`config.mk`:
```
export PLATFORM = sky130hd
export DESIGN_NAME = match_scheduler
export DESIGN_NICKNAME = d
export VERILOG_FILES = /design/src/rtl/game_pkg.sv /design/src/rtl/match_scheduler_frame_divider.sv /design/src/rtl/match_scheduler.sv
export SDC_FILE = /design/constraint.sdc
export NUM_CORES = 1
export LEC_CHECK = 0
export ABC_AREA = 1
export CORE_MARGIN = 4
export CORE_UTILIZATION = 45
export CTS_CLUSTER_DIAMETER = 120
export CTS_CLUSTER_SIZE = 8
export DETAILED_ROUTE_END_ITERATION = 8
export PLACE_DENSITY = 0.73
export SLEW_MARGIN = 40
export SYNTH_ARGS = -nofsm -noshare
export SYNTH_HDL_FRONTEND = slang
export SYNTH_SLANG_ARGS = --single-unit
export TNS_END_PERCENT = 10
```
`constraint.sdc`:
```
create_clock -name clk -period 2.29 [get_ports clk]
set_input_delay 0.458 -clock clk [delete_from_list [all_inputs] [get_ports clk]]
set_output_delay 0.458 -clock clk [all_outputs]
set_load 0.005 [all_outputs]
```
`src/rtl/game_pkg.sv`:
```
// game_pkg: shared game mode/match state types and match timing defaults
package game_pkg;
    typedef enum logic [1:0] {START, GAME, PLAYER1_WIN, PLAYER2_WIN} game_mode_t;
    typedef enum logic [2:0] {IDLE, COUNTDOWN, PLAY, POINT_PAUSE, MATCH_END} match_state_t;
    localparam int DEF_FRAMES_PER_SEC = 60;
    localparam int COUNTDOWN_SEC = 3;
    localparam int POINT_PAUSE_FRAMES = 90;
    localparam int MATCH_WIN_SCORE = 3;
    function automatic int max_int(input int a, input int b);
        return (a > b) ? a : b;
    endfunction
endpackage

```
`src/rtl/match_scheduler_frame_divider.sv`:
```
// frame_divider: counts frame ticks while enabled and pulses tc on the tick that reaches limit
module frame_divider #(
    parameter int N = 60
) (
    input  logic                     clk,
    input  logic                     rst,
    input  logic                     clr,
    input  logic                     en,
    input  logic                     tick,
    input  logic [$clog2(N+1)-1:0]   limit,
    output logic                     tc
);
    localparam int W = $clog2(N + 1);
    logic [W-1:0] cnt_q, cnt_d;
    always_comb begin
        tc = en && tick && (cnt_q + W'(1) == limit);
        cnt_d = (clr || tc) ? '0 : (en && tick) ? cnt_q + W'(1) : cnt_q;
    end
    always_ff @(posedge clk) begin
        if (rst) cnt_q <= '0;
        else cnt_q <= cnt_d;
    end
endmodule

```
`src/rtl/match_scheduler.sv`:
```
// match_scheduler: round/match sequencer running countdown, play, point pause and match end
module match_scheduler
    import game_pkg::*;
#(
    parameter int FRAMES_PER_SEC = DEF_FRAMES_PER_SEC,
    parameter int COUNT_SEC      = COUNTDOWN_SEC,
    parameter int PAUSE_FRAMES   = POINT_PAUSE_FRAMES,
    parameter int WIN_SCORE      = MATCH_WIN_SCORE
) (
    input  logic       clk,
    input  logic       rst,
    input  game_mode_t mode,
    input  logic       frame_tick,
    input  logic       player1_collision,
    input  logic       player2_collision,
    output logic       move_en,
    output logic       round_restart,
    output logic [1:0] countdown,
    output logic [3:0] score1,
    output logic [3:0] score2,
    output logic       match_p1_win,
    output logic       match_p2_win
);
    localparam int DIV_N = max_int(FRAMES_PER_SEC, PAUSE_FRAMES);
    localparam int DW = $clog2(DIV_N + 1);
    localparam logic [3:0] WIN = 4'(WIN_SCORE);
    localparam logic [1:0] CD = 2'(COUNT_SEC);

    match_state_t state_q, state_d;
    logic [1:0] countdown_q, countdown_d;
    logic [3:0] score1_q, score1_d, score2_q, score2_d;
    logic move_en_q, move_en_d, round_restart_q, round_restart_d;
    logic p1_win_q, p1_win_d, p2_win_q, p2_win_d;
    logic tc, counting;
    logic [DW-1:0] limit;

    // One divider serves both counting states; the limit follows the current state.
    assign counting = (state_q == COUNTDOWN) || (state_q == POINT_PAUSE);
    assign limit = (state_q == POINT_PAUSE) ? DW'(PAUSE_FRAMES) : DW'(FRAMES_PER_SEC);

    frame_divider #(.N(DIV_N)) u_div (
        .clk  (clk),
        .rst  (rst),
        .clr  (state_d != state_q),
        .en   (counting),
        .tick (frame_tick),
        .limit(limit),
        .tc   (tc)
    );

    always_comb begin
        state_d = state_q;
        countdown_d = countdown_q;
        score1_d = score1_q;
        score2_d = score2_q;
        move_en_d = 1'b0;
        round_restart_d = 1'b0;
        p1_win_d = p1_win_q;
        p2_win_d = p2_win_q;
        if (mode != GAME) begin
            state_d = IDLE;
            countdown_d = '0;
            score1_d = '0;
            score2_d = '0;
            p1_win_d = 1'b0;
            p2_win_d = 1'b0;
        end else begin
            case (state_q)
                IDLE: begin
                    state_d = COUNTDOWN;
                    round_restart_d = 1'b1;
                    countdown_d = CD;
                    score1_d = '0;
                    score2_d = '0;
                    p1_win_d = 1'b0;
                    p2_win_d = 1'b0;
                end
                COUNTDOWN: if (tc) begin
                    countdown_d = countdown_q - 2'd1;
                    state_d = (countdown_q == 2'd1) ? PLAY : COUNTDOWN;
                    move_en_d = (countdown_q == 2'd1);
                end
                PLAY: begin
                    move_en_d = !(player1_collision || player2_collision);
                    state_d = (player1_collision || player2_collision) ? POINT_PAUSE : PLAY;
                    // A simultaneous crash is a draw and scores nothing.
                    if (player1_collision && !player2_collision && score2_q < WIN)
                        score2_d = score2_q + 4'd1;
                    if (player2_collision && !player1_collision && score1_q < WIN)
                        score1_d = score1_q + 4'd1;
                end
                POINT_PAUSE: if (tc) begin
                    if (score1_q == WIN || score2_q == WIN) begin
                        state_d = MATCH_END;
                        p1_win_d = (score1_q == WIN);
                        p2_win_d = (score2_q == WIN);
                    end else begin
                        state_d = COUNTDOWN;
                        round_restart_d = 1'b1;
                        countdown_d = CD;
                    end
                end
                MATCH_END: state_d = MATCH_END;
                default: state_d = IDLE;
            endcase
        end
    end

    always_ff @(posedge clk) begin
        if (rst) begin
            state_q <= IDLE;
            countdown_q <= '0;
            score1_q <= '0;
            score2_q <= '0;
            move_en_q <= 1'b0;
            round_restart_q <= 1'b0;
            p1_win_q <= 1'b0;
            p2_win_q <= 1'b0;
        end else begin
            state_q <= state_d;
            countdown_q <= countdown_d;
            score1_q <= score1_d;
            score2_q <= score2_d;
            move_en_q <= move_en_d;
            round_restart_q <= round_restart_d;
            p1_win_q <= p1_win_d;
            p2_win_q <= p2_win_d;
        end
    end

    assign move_en = move_en_q;
    assign round_restart = round_restart_q;
    assign countdown = countdown_q;
    assign score1 = score1_q;
    assign score2 = score2_q;
    assign match_p1_win = p1_win_q;
    assign match_p2_win = p2_win_q;
endmodule

```
==> results.json <==
{
  "reg2reg_slack_ns": 0.22,
  "htree_levels": 1,
  "r2r_start": "u_div.cnt_q[0]",
  "drc": 0,
  "syn_area_um2": 1390,
  "worst_ep_arrival_time_ns": 2.34,
  "n_antenna_cell": 0,
  "slowest_stage": "dfxtp_2",
  "final-setup-viol-count": 0,
  "cts_tree": "done",
  "yosysTopAreaCellShare_pct": 34.7,
  "ctsResizeCount": 0,
  "die_area_um2": 4030,
  "cts-root-buf": "clkbuf_4",
  "avgSynthCellArea_um2": 6.47,
  "async_flop_share_pct": 0,
  "tns_ns": 0,
  "tightest_slew_ns": 0.479,
  "yosysUniqueCellTypes": 22,
  "holdWs_ns": 0.462,
  "leakage_nw": 0.668,
  "vias_per_cell": 4.97,
  "synth_ff_type": "dfxtp_1",
  "routedLengthMet1_um": 1470,
  "required_ns": 2.57,
  "synth_commonest_cells": "nand2_1, nor2_1, inv_1, dfxtp_1, nand3_1",
  "maxCapViolCount": 0,
  "synthTopCellsByArea": "dfxtp_1, nand2_1, nor2_1",
  "clock-sinks": 24,
  "gp_routability_congestion": 0.778,
  "nets": 249,
  "crit_path_max_incr_delay_ns": 0.40,
  "die_x_um": 63.5,
  "synth-edff-count": 0,
  "ctsHoldBuffers": 0,
  "yosysTopAreaCell": "dfxtp_1",
  "crit_chain": "ha_2, nand2_2, nor2_2, nand3_1, nand2_2, nand2_1, nand2_2, nand4_1, nand3_1, nand2_1, a21oi_2, nand3_4, nor2_1",
  "syn_nets": 225,
  "drt-pass1-iter-count": 4,
  "num_rows": 19,
  "path_clk_slew_ns": 0.14,
  "detailed_place_hpwl_um": 2250,
  "timing.fmax_mhz": 484,
  "initial_core_util_pct": 48.6,
  "worstSkewPairLatency_ns": 0.33,
  "drtIter0Drc": 65,
  "cts_made_buffers": 3,
  "first_global_vias": 1270,
  "wl_met2_um": 1320,
  "num_vias": 1331,
  "core_um2": 2850,
  "io_buffer_count": 20,
  "wl_per_cell_um": 11.0,
  "synthCells": 214,
  "critical_path.most_common_cell": "nand2_2",
  "worstSetupEndpoint": "u_div.cnt_q[1]",
  "postRouteAntennaNets": 0,
  "drt-total-wl_um": 2950,
  "drv_slew": 0,
  "antenna_found_initial": 0,
  "rsz0062_at_grt": "no",
  "grt_max_degree": 15,
  "yosysWarningCount": 0,
  "area_growth_pct": 21.5,
  "grt_pass1_wl_um": 5330,
  "endpoint_kind": "register",
  "worstReg2RegEnd": "u_div.cnt_q[1]",
  "crit_start": "u_div.cnt_q[0]",
  "gr-total-overflow": 0,
  "drive_above_1_share_pct": 11.8,
  "reg2reg_depth": 13,
  "status": "finished, final reports clean",
  "critPathLaunchType": "register",
  "ys_ff_latch": 24,
  "hold_start": "score2[2]",
  "min_path_type": "register to register",
  "post-cts-setup-buffers": 0,
  "period_share_pct": 90.2,
  "worst_slew_margin_rel_pct": 68.0,
  "hold_viol": 0,
  "peakVddDrop_v": 0.000372,
  "grt_use_total_pct": 16.2,
  "wl_met3_um": 83,
  "yosysSeqAreaShare_pct": 34.7,
  "path_class": "register to register",
  "finalClockSkew_ns": 0.00871,
  "clockBufferDepth": 2,
  "top_layer": "met4",
  "crit_fanout": 7,
  "powerDensity_nw_per_um2": 477,
  "period_minus_slack_ns": 2.07,
  "io_pins": 21,
  "synth_most_common_cell": "nand2_1",
  "die_h_um": 63.5
}
-- per-stage QoR --
stage / std cells / util, % / total power [mW] / instance area [um2] / worst slack (ns)
after floorplan: 214 / - / 0.471 / 1390 / 0.496
after global placement: 264 / 56.6 / 0.493 / 1620 / 0.0522
after detailed placement: 264 / 56.6 / 0.493 / 1620 / 0.0162
after CTS: 268 / 58.5 / 0.809 / 1670 / 0.130
after global routing: 268 / 59.0 / 0.831 / 1680 / 0.0184
final: 268 / 59.0 / 0.802 / 1680 / 0.225
-- flip-flops by register name, indices dropped and copies added, names as in the netlist --
| signal | flops |
|---|---|
| round_restart | 1 |
| countdown | 2 |
| score1 | 4 |
| state_q | 3 |
| score2 | 4 |
| match_p2_win | 1 |
| u_div.cnt_q | 7 |
| match_p1_win | 1 |
| move_en | 1 |
-- per-layer routing --
metal / vias up / track usage [%]
li1: 729 / -
met1: 572 / 19.9
met2: 23 / 27.4
met3: 7 / 2.13
met4: 0 / 8.09
met5: - / 0
-- power breakdown --
group          total (mW)  leakage [nW]  switching, mW  internal (mW)
sequential          0.427         0.195        0.00505          0.422
combinational      0.0588         0.446         0.0331         0.0257
clock               0.316        0.0279          0.139          0.177
total               0.802         0.668          0.177          0.625
-- kinds of logic after synthesis --
family / Yosys count / share of synthesized area (%)
AOI/OAI and AO/OA: 21 / 7.86
xor gates and xnor gates: 1 / 0.632
adders and majority gates: 4 / 3.61
muxes: 1 / 0.723
and+or+nand+nor: 133 / 43.5
DFF: 24 / 34.7
buffers and inverters: 30 / 9.03
-- worst min path at each step --
stage,endpoint,depth (start not counted)
2_1_floorplan,score1[2],2
5_1_grt,score1[2],2
4_1_cts,score2[2],2
3_3_place_gp,score2[2],2
6_report,score2[2],2
3_5_place_dp,score2[2],2
-- placed cells by master, fill, tap and decap left out --
cell type and count:
buf_4 2, a21oi_2 1, inv_2 1, nand2_1 56
clkbuf_4 3, mux2i_1 1, ha_2 1, nor2_4 2
dfxtp_2 2, inv_1 26, nor2_2 3, nor3b_1 1
nand2_2 9, ha_1 3, nand4_1 7, xor2_1 1
nand3_4 1, dfxtp_1 22, a21oi_1 13, o21ai_1 1
bufinv_16 1, nor2_1 36, o21ai_0 6, nand3_1 16
nand3_2 2, clkdlybuf4s50_1 20
-- area by class of cell --
| cell class | instances | area [um2] |
|---|---|---|
| Timing Repair Buffer | 22 | 215 |
| Clock inverter | 1 | 30.0 |
| Sequential cell | 24 | 483 |
| Tap cell | 31 | 38.8 |
| Inverter | 27 | 101 |
| Clock buffer | 3 | 22.5 |
| Multi-Input combinational cell | 160 | 792 |
| Fill cell | 284 | 1170 |
-- critical path: cells and delay by family (launching register included) --
family | cells | cell delay, ns
flops | 1 | 0.40
simple gates | 11 | 1.16
compound gates | 1 | 0.21
fa+ha+maj | 1 | 0.22
(Power assumes the default switching activity.)
